<file path="config.mk">
export PLATFORM = sky130hd
export DESIGN_NAME = instr_pair_packer
export DESIGN_NICKNAME = d
export VERILOG_FILES = /design/src/rtl/instr_pair_packer.sv
export SDC_FILE = /design/constraint.sdc
export NUM_CORES = 1
export LEC_CHECK = 0
export ABC_AREA = 1
export CORE_MARGIN = 4
export CORE_UTILIZATION = 48
export CTS_CLUSTER_DIAMETER = 30
export DETAILED_ROUTE_END_ITERATION = 10
export PLACE_DENSITY = 0.83
export SYNTH_ARGS = -nofsm -noshare
export SYNTH_HDL_FRONTEND = slang
export SYNTH_SLANG_ARGS = --single-unit
</file>
<file path="constraint.sdc">
create_clock -name clk_i -period 2.75 [get_ports clk_i]
set_input_delay 0.4125 -clock clk_i [delete_from_list [all_inputs] [get_ports clk_i]]
set_output_delay 0.4125 -clock clk_i [all_outputs]
set_load 0.1 [all_outputs]
</file>
<file path="src/rtl/instr_pair_packer.sv">
// ============================================================================
// Module      : instr_pair_packer
// Description : Two-slot ordered packer that presents instruction words as
//               dual-issue pairs. Optional macro PACKER_AGE_FLUSH_EN holds a
//               lone word back until it is burst-last or has aged MaxWait.
// Revision    : 1.0 - initial release
// ============================================================================
`default_nettype none

module instr_pair_packer #(
  parameter int Width   = 32,
  parameter int MaxWait = 4
) (
  input  logic             clk_i,
  input  logic             rst_i,
  input  logic             flush_i,
  input  logic             in_valid_i,
  input  logic [Width-1:0] in_data_i,
  input  logic             in_last_i,
  output logic             in_ready_o,
  output logic [1:0]       out_valid_o,
  output logic [Width-1:0] out_data0_o,
  output logic [Width-1:0] out_data1_o,
  input  logic [1:0]       out_rdy_i
);

  localparam logic [3:0] c_max_wait = 4'(MaxWait);

  logic [1:0]       r_count;
  logic [Width-1:0] r_slot0;
  logic [Width-1:0] r_slot1;
  logic             r_last0;
  logic             r_last1;
  logic [3:0]       r_age;

  logic             w_aged;
  logic             w_present0;
  logic [1:0]       w_out_valid;
  logic [1:0]       w_nrd;
  logic [1:0]       w_remain;
  logic             w_accept;
  logic [1:0]       w_count_nxt;
  logic [Width-1:0] w_slot0_nxt;
  logic [Width-1:0] w_slot1_nxt;
  logic             w_last0_nxt;
  logic             w_last1_nxt;
  logic [3:0]       w_age_nxt;

  assign w_aged = (r_age >= c_max_wait);

`ifdef PACKER_AGE_FLUSH_EN
  assign w_present0 = r_last0 | w_aged;
`else
  logic w_unused_age;
  assign w_unused_age = w_aged | r_last0;
  assign w_present0   = 1'b1;
`endif

  always_comb begin
    w_out_valid = 2'b00;
    if (r_count == 2'd2) begin
      w_out_valid = 2'b11;
    end else if ((r_count == 2'd1) && w_present0) begin
      w_out_valid = 2'b01;
    end
  end

  assign in_ready_o  = (r_count < 2'd2);
  assign out_valid_o = w_out_valid;
  assign out_data0_o = r_slot0;
  assign out_data1_o = r_slot1;

  assign w_nrd    = {1'b0, w_out_valid[0] & out_rdy_i[0]}
                  + {1'b0, w_out_valid[1] & out_rdy_i[1]};
  assign w_remain = r_count - w_nrd;
  assign w_accept = in_valid_i & in_ready_o;

  // Survivors shift toward slot0 first; the new word lands right behind them.
  always_comb begin
    w_slot0_nxt = r_slot0;
    w_slot1_nxt = r_slot1;
    w_last0_nxt = r_last0;
    w_last1_nxt = r_last1;
    if (w_nrd == 2'd1) begin
      w_slot0_nxt = r_slot1;
      w_last0_nxt = r_last1;
    end
    if (w_accept) begin
      if (w_remain == 2'd0) begin
        w_slot0_nxt = in_data_i;
        w_last0_nxt = in_last_i;
      end else begin
        w_slot1_nxt = in_data_i;
        w_last1_nxt = in_last_i;
      end
    end
    w_count_nxt = w_remain + {1'b0, w_accept};
    w_age_nxt   = 4'd0;
    if ((r_count == 2'd1) && (w_count_nxt == 2'd1) && (w_nrd == 2'd0)) begin
      w_age_nxt = (r_age == 4'd15) ? r_age : r_age + 4'd1;
    end
  end

  always_ff @(posedge clk_i) begin
    if (rst_i) begin
      r_count <= 2'd0;
      r_slot0 <= '0;
      r_slot1 <= '0;
      r_last0 <= 1'b0;
      r_last1 <= 1'b0;
      r_age   <= 4'd0;
    end else if (flush_i) begin
      // Slot data is left in place; out_valid_o alone qualifies it.
      r_count <= 2'd0;
      r_last0 <= 1'b0;
      r_last1 <= 1'b0;
      r_age   <= 4'd0;
    end else begin
      r_count <= w_count_nxt;
      r_slot0 <= w_slot0_nxt;
      r_slot1 <= w_slot1_nxt;
      r_last0 <= w_last0_nxt;
      r_last1 <= w_last1_nxt;
      r_age   <= w_age_nxt;
    end
  end

endmodule

`default_nettype wire
</file>
Word-level counts from Yosys, hierarchy flattened. Index checks and enable logic that the tools add are counted.

Logic and storage cells: 23. Output and inout port bits: 67. Flip-flop bits (word level): 66. Input port bits: 39.

Magnitude comparators: 1. $add $sub $neg: 3. Eq/ne operators: 3. Bitwise logic cells: 5. Reductions and logical operators: 3. Mux-type cells: 5.

Operator list (count): 32-bit two-way mux (3); 2-bit by 1-bit == test with 1-bit output (second input constant) (2); 1-bit bitwise AND (3); 3-bit AND reduction (1); 1-bit by 1-bit adder with 2-bit output (1); 2-bit by 1-bit adder with 2-bit output (1); 2-bit == test (second input constant) (1); 2-bit zero test (1); 2-bit less-than comparator (second input constant) (1); 2-bit two-way mux (1); 1-bit inverter (2); 2-bit OR reduction (1); 2-bit subtractor (1); 1-bit two-way mux (1).

Logic depth before layout (Yosys ltp). Gate-level depths: netlist of the first run.

Depth after elaboration: 9. Depth in mapped cells: 12. Gate-level depth less buffers: 12.

Worst setup path after synthesis of the first run. No wires, ideal clock.

Kind: register to register. From: register r_count[1]. To: register r_slot0[10] (netlist: out_data0_o[10]). Clock period less this slack: 2.630 ns. Path buffers: 1. Cell stages (with the launch flop): 12. Setup slack: 0.120 ns. Setup time: 0.115 ns. Data required time: 2.635 ns. Arrival: 2.514 ns. Path through: dfxtp_1 -> ha_1 -> nand2_1 -> inv_1 -> ha_1 -> ha_1 -> nand4_2 -> inv_2 -> buf_6 -> nand2_1 -> nand3_1 -> nand2_1.

Elaborated cells between the ends (all ways): 15. Classes of those cells: add/sub: 2; order compare: 1; eq/ne: 3; mux: 5; bitwise: 3; reduce/logical: 1.

RTL lines: start: declaration (RTL line 29) `logic [1:0] r_count;`; start signal: assignment (RTL line 119) `r_count <= w_count_nxt;`; 2-bit == test * (RTL line 61) `if (r_count == 2'd2) begin`; 2-bit two-way mux * (RTL line 61); via out_valid_o[1] (RTL line 21) `output logic [1:0] out_valid_o,`; 1-bit bitwise AND * (RTL line 74) `+ {1'b0, w_out_valid[1] & out_rdy_i[1]};`; 1-bit by 1-bit adder with 2-bit output * (RTL line 74); 2-bit subtractor or 2-bit by 1-bit == test with 1-bit output (tied branches) (RTL line 75, 84); 2-bit zero test or 32-bit two-way mux (tied branches) (RTL line 89, 84); 32-bit two-way mux (RTL line 89) `if (w_remain == 2'd0) begin`; 32-bit two-way mux * (RTL line 88) `if (w_accept) begin`; end signal: assignment (RTL line 120) `r_slot0 <= w_slot0_nxt;`; end: declaration (RTL line 30) `logic [Width-1:0] r_slot0;`.

Mark *: on every way through the listed nets, which the timed path passes. The rest lies on a longest branch. A chain may end at the register's enable or synchronous reset.

Final worst setup path of the first run.
From: register r_count[0]. To: register r_slot0[26] (netlist: out_data0_o[26]).

Word-level cells in the longest chain between the ends: 9. Elaborated cells between the ends (all ways): 15. Classes of those cells: add/sub: 2; order compare: 1; eq/ne: 3; mux: 5; bitwise: 3; reduce/logical: 1.

Ends and longest elaborated chain: 2-bit by 1-bit == test with 1-bit output; 1-bit two-way mux (RTL line 63) `end else if ((r_count == 2'd1) && w_present0) begin`; 2-bit two-way mux (RTL line 61); 1-bit bitwise AND (RTL line 73) `assign w_nrd = {1'b0, w_out_valid[0] & out_rdy_i[0]}`; 1-bit by 1-bit adder with 2-bit output (RTL line 74); 2-bit subtractor or 2-bit by 1-bit == test with 1-bit output (tied branches) (RTL line 75, 84); 2-bit zero test or 32-bit two-way mux (tied branches) (RTL line 89, 84); 32-bit two-way mux (RTL line 89); 32-bit two-way mux * (RTL line 88).

Mark *: on every way between the ends. The rest lies on a longest branch, timed or not.

==> impl_results.md, run 1 <==
- Core Region: 0.007214 sq mm
- Top cell type by total area after synthesis: dfxtp_1
- Layout area overhead: 33.73%
- CTS clk-pin slew, worst paths: 0.07 ns
- Initial DRT Pass Iterations: 5
- # fillers: 629
- Average size of a mapped cell: around 6.5 sq um
- Synth top area share: 37.22%
- Final min period: around 2.3 ns
- Syn_nets: ~600
- Post-CTS Resized: 0
- Setup TNS: 0 ns
- Hold_sp: out_data0_o[9]
- Sequential area share after synthesis: 37.22%
- Postcts setup bufs: 0
- Synth area leaders: dfxtp_1 (37%), nand2_1 (21%), nand3_1 (9.0%), inv_1 (7.6%), o21a_1 (6.8%)
- DP HPWL: 6560 um
- First-pass GRT wire length: 15920 um
- Post-Syn Area: 0.003550 sq mm
- Final Max Slew Viols: 0
- Hold buffer count at CTS: 0
- Final hold vios: 0
- Die area: slightly below 0.009 sq mm
- H-Tree Depth: 3
- Gr usage total: 22.78%
- Post-synth cell types: 20
- Synth Instances: roughly 550
- Worst R2R Setup Slack: 0.42 ns
- Worst path max stage delay: 0.37 ns
- RePlAce Congestion: 0.8324
- FF-to-FF Start: r_count[0]
- Port Buf Inserts: approximately 100
- CTS Buf Count: 9
- Critical Path Start Type: flop
- CP arrival: about 2.6 ns
- Via Count: about 3700
- Worst Path Class, Setup: reg2reg
- Final cell count without fillers: 746
- Clock Sinks: 66
- Worst slew margin: 56.64%
- Yosys reg bits: 66
- Crit path launch: r_count[0]
- Layout cells sized above 1: 16.23%
- Crit-path max FO: 12
- Slowest cell on the critical path: ha_1
- CP Capture Type: flop
- Total gr overflow: 0
- Least-Margin Pin Slew: 0.6503 ns
- Remaining DRCs: 0
- # diodes: 0
- Initial core utilization: approximately half
- Vias/cell: 4.948
- # setup viols final: 0
- Worst skew pair latency: 0.35 ns
- Crit path cell chain: inv_1, ha_1, nor2_1, ha_2, ha_1, nand4_2, inv_2, buf_4, nand2_1, nand3_1, nand2_1
- Wire length per cell: 13.30 um
- Hold path depth: 2
- CP required: 3.00 ns
- Max VDD drop: 597.2 uV
- Max Root-Sink Buffers: 2
- Number of placement rows: 31
- FMAX: 0.4297 GHz
- Final nets: 685
- Die Y: 94.00 um
- Antenna Nets Post-Route: 0
- Final period util: a little over four fifths
- Hold Path Sink: out_data0_o[9]
- R2r endpoint: out_data0_o[26]
- Io pins: roughly 110
- Fin Hold WS: 0.4645 ns
- Leakage power: 0.002351 uW
- Root Buffer: clkbuf_8
- R2R depth: 11
- Clock skew: 0.002506 ns
- Largest net degree at the start of global routing: 65
- RSZ-0062 raised after global routing: no
- Die width: ~94 um
- Power per standard cell area: 909.4 mW/mm^2
- CTS tree: done
- Synth warn: 0
- Antenna violations before repair: 0
- Vias in the first global route: 3552
- Final wirelength: a little under 10000 um
- Number of max-cap violations: 0
- DR iter-0 viols: roughly 140
- Placed cells: 730
- Result of the run: completed
- Worst hold path type: reg2reg
## worst max-delay path: cells and delay by family (launching register included)
family,cells,cell delay [ns]
adder cells (fa/ha/maj),3,0.96
flip-flops,1,0.31
buffers and inverters,3,0.44
AND/OR/NAND/NOR,5,0.51
## cell usage after synthesis (all sizes together)
library cell    n
a21oi          32
buf            31
clkbuf          3
dfxtp          66
ha              4
inv            75
nand2         199
nand3          65
nand4           1
nor2           38
nor3b           1
o21a           32
xor2            1
## stage by stage
step / area [sq um] / setup slack (ns) / util, % / total power [uW]
floorplan: 3550 / 0.1203 / - / 2801
global placement: 4481 / 0.2354 / 62.11 / 3189
detailed placement: 4481 / 0.1903 / 62.11 / 3237
CTS: 4747 / 0.4037 / 65.80 / 4335
global route: 4747 / 0.2243 / 65.80 / 4500
finish: 4747 / 0.4226 / 65.80 / 4317
## registers in the layout, indices dropped and copies added (netlist names)
signal	flops
out_data1_o	32
out_data0_o	32
r_count	2
## routing by layer
layer | routed length [um] | vias up | global-route usage (%)
met1 | 3910 | 1679 | 23.79
met5 | 0 | - | 0
met4 | 213 | 0 | 11.07
met2 | 5037 | 124 | 41.63
li1 | - | 1870 | -
met3 | 762 | 18 | 6.250
## worst max path at each step
stage                 endpoint  slack, ns  cells past startpoint
5_1_grt        out_data0_o[31]       0.22                     11
6_report       out_data0_o[26]       0.42                     11
4_1_cts        out_data0_o[26]       0.40                     11
3_5_place_dp   out_data0_o[21]       0.19                     11
3_3_place_gp   out_data0_o[30]       0.24                     11
2_1_floorplan  out_data0_o[10]       0.12                     11
## cells in the final DEF (no fill, tap or decap)
cell / netlist / routed
nand2_1: 198 / 198
buf_4: 5 / 76
inv_1: 72 / 72
dfxtp_1: 66 / 66
nand3_1: 64 / 64
clkdlybuf4s50_1: 0 / 37
nor2_1: 35 / 35
a21oi_1: 32 / 32
o21a_1: 32 / 32
clkbuf_8: 0 / 10
bufinv_16: 0 / 4
buf_12: 0 / 4
inv_2: 3 / 3
ha_1: 4 / 3
nor2_2: 2 / 2
nand2_2: 1 / 1
nand3_4: 1 / 1
nor2_8: 1 / 1
nor3b_1: 1 / 1
nand4_2: 1 / 1
xor2_1: 1 / 1
ha_2: 0 / 1
clkbuf_1: 3 / 1
clkinv_2: 0 / 1
## layout make-up
type / instances / area, sq um / area share, %
clock buffer: 11 / 141.4 / 2.978
clock inverter: 5 / 125.1 / 2.636
inverter: 75 / 281.5 / 5.930
multi-input combinational: 373 / 1733 / 36.50
sequential: 66 / 1321 / 27.83
tap: 99 / 123.9 / 2.609
timing repair buffer: 117 / 1021 / 21.51
## report_power, final
part           switching [uW]  internal, uW  total (uW)
combinational            1520           514        2030
clock                     385           718        1100
sequential                101          1080        1180
## cells by family after synthesis
| kind of cell | share of synthesized area (%) |
|---|---|
| simple gates | 35.81 |
| buf+inv | 14.03 |
| flops | 37.22 |
| compound gates | 11.28 |
| fa+ha+maj | 1.410 |
| xor+xnor | 0.2468 |
(Power assumes the default switching activity.)
==> run 2, diff against run 1 <==
- clock period: 2.75 -> 2.15 ns (I/O delays scaled with it)
==> impl_results.md, run 2 (synthesis gave the netlist of run 1 again) <==
- First-pass GRT wire length: 15730 um (was 15920 um)
- CTS Buf Count: 9 (unchanged)
- Tot Pwr: 5292 uW (was 4317 uW)
- Number of max-cap violations: 0 (unchanged)
- H-Tree Depth: 3 (unchanged)
- Final wirelength: 9683 um (was 9923 um)
- Leakage power: 0.002347 uW (was 0.002351 uW)
- Clock skew: 0.005566 ns (was 0.002506 ns)
- CTS clk-pin slew, worst paths: 0.07 ns (about the same)
- Final nets: 688 (was 685)
- Worst path max stage delay: 0.31 ns (was 0.37 ns)
- # fillers: 626 (was 629)
- Worst hold path type: reg2reg (unchanged)
- Wire length per cell: 12.93 um (was 13.30 um)
- Die Y: 94.00 um (unchanged)
- Worst Path Class, Setup: reg2reg (unchanged)
- Total gr overflow: 0 (unchanged)
- Worst skew pair latency: 0.34 ns (was 0.35 ns)
- Remaining DRCs: 0 (unchanged)
- CP arrival: 2.28 ns (was 2.58 ns)
- Number of placement rows: 31 (unchanged)
- Crit path cell chain: inv_2, ha_4, nor2_1, ha_2, ha_4, nand4_2, inv_2, buf_12, nand2_1, nand3_1, nand2_1 (was inv_1, ha_1, nor2_1, ha_2, ha_1, nand4_2, inv_2, buf_4, nand2_1, nand3_1, nand2_1)
- RePlAce Congestion: 0.7782 (was 0.8324)
- Post-DP Area: 0.004578 sq mm (was 0.004481 sq mm)
- Largest net degree at the start of global routing: 65 (unchanged)
- Crit-path max FO: 15 (was 12)
- Final period util: 94.68% (was 84.63%)
- CTS tree: done (unchanged)
- CP required: 2.39 ns (was 3.00 ns)
- Layout cells sized above 1: 17.23% (was 16.23%)
- Max VDD drop: 526.6 uV (was 597.2 uV)
- Final Max Slew Viols: 0 (unchanged)
- Antenna violations before repair: 0 (unchanged)
- DR iter-0 viols: 141 (unchanged)
- Clock Sinks: 66 (unchanged)
- Core Region: 0.007214 sq mm (unchanged)
- FF-to-FF Start: r_count[0] (unchanged)
- Worst R2R Setup Slack: 0.11 ns (was 0.42 ns)
- Power per standard cell area: 1105 mW/mm^2 (was 909.4 mW/mm^2)
- Vias in the first global route: 3432 (was 3552)
- Most common cell after layout, fill and taps aside: nand2_1 (unchanged)
- CP Capture Type: flop (unchanged)
- Io pins: 106 (unchanged)
- Result of the run: completed (unchanged)
- R2R depth: 11 (unchanged)
- Postcts setup bufs: 0 (unchanged)
- Vias/cell: 4.965 (was 4.948)
- Final hold vios: 0 (unchanged)
- Die area: 0.008835 sq mm (unchanged)
- Die width: 94.00 um (unchanged)
- # setup viols final: 0 (unchanged)
- Final Cell Area: 0.004788 sq mm (was 0.004747 sq mm)
- Root Buffer: clkbuf_8 (unchanged)
- Layout area overhead: 34.90% (was 33.73%)
- Worst setup endpoint: out_data0_o[2] (was out_data0_o[26])
- Critical Path Start Type: flop (unchanged)
- Most frequent cells in the layout: nand2_1 (198), buf_4 (74), inv_1 (71) (was nand2_1 (198), buf_4 (76), inv_1 (72))
- R2r endpoint: out_data0_o[2] (was out_data0_o[26])
- Via Count: 3719 (was 3691)
- Final min period: 2.036 ns (was 2.327 ns)
- Initial core utilization: 49.20% (unchanged)
- Crit path launch: r_count[0] (unchanged)
- Setup TNS: 0 ns (unchanged)
- # diodes: 0 (unchanged)
- FMAX: 0.4912 GHz (was 0.4297 GHz)
- Port Buf Inserts: 104 (unchanged)
- Slowest cell on the critical path: dfxtp_1 (was ha_1)
- Least-Margin Pin Slew: 0.4863 ns (was 0.6503 ns)
- DP HPWL: 6650 um (was 6560 um)
- Gr usage total: 22.20% (was 22.78%)
- Max Root-Sink Buffers: 2 (unchanged)
- Antenna Nets Post-Route: 0 (unchanged)
- Worst slew margin: 67.58% (was 56.64%)
- Initial DRT Pass Iterations: 4 (was 5)
run 2: cell types whose count changed in the layout (fill, tap and decap cells not counted), sizes merged:
cell      previous run  this run
clkinvlp             0         2
clkbuf              11        12
buf                 80        83
bufinv               4         1
run 2: metrics by stage:
step	setup slack, ns	instances	hold WS (ns)	utilization (%)
floorplan	0.01392	548	0.3976	-
global route	-0.003469	749	0.4883	66.37
detailed placement	-0.09547	733	0.4542	63.46
global placement	-0.06137	733	0.4550	63.46
finish	0.1143	749	0.4661	66.37
CTS	0.02439	749	0.4671	66.30
run 2: per-layer routing:
metal	track usage, %	vias up	wire length, um	share of wire, %
met5	0	-	0	0
met4	10.23	0	172	1.8
met3	5.208	15	678	7.0
met2	36.90	128	4628	48
met1	27.04	1694	4203	43
li1	-	1882	-	-
run 2: worst min path at each step:
stage | from | to | slack, ns | cells after the start
floorplan | flush_i | r_count[0] | 0.40 | 1
global placement | out_data0_o[31] | out_data0_o[31] | 0.46 | 2
detailed placement | out_data0_o[4] | out_data0_o[4] | 0.45 | 2
CTS | out_data0_o[4] | out_data0_o[4] | 0.47 | 2
global route | out_data0_o[18] | out_data0_o[18] | 0.49 | 2
finish | out_data0_o[4] | out_data0_o[4] | 0.47 | 2
run 2: worst max-delay path: cells and delay by family, from the launching register on:
family / cells / cell delay (ns)
adders and majority gates: 3 / 0.82
and+or+nand+nor: 5 / 0.43
buffers and inverters: 3 / 0.39
DFF: 1 / 0.31
run 2: where the power goes:
part	switching [uW]	total, uW	internal [uW]
combinational	1960	2690	736
clock	483	1080	597
sequential	133	1520	1380
total	2570	5290	2720
run 2: timing repair:
| item | 4_1_cts | 5_1_grt |
|---|---|---|
| hold buffers | 0 | 0 |
| resized for setup | 0 | 3 |
| endpoints found under the setup margin | 0 | 33 |
| hold endpoints to repair | 0 | 0 |
run 2: layout make-up:
type / count / area (sq um) / share of cell area, %
tap: 99 / 123.9 / 2.587
clock inverter: 4 / 50.05 / 1.045
inverter: 75 / 281.5 / 5.879
multi-input combinational: 373 / 1758 / 36.71
timing repair buffer: 120 / 1097 / 22.92
clock buffer: 12 / 155.1 / 3.240
sequential: 66 / 1323 / 27.62
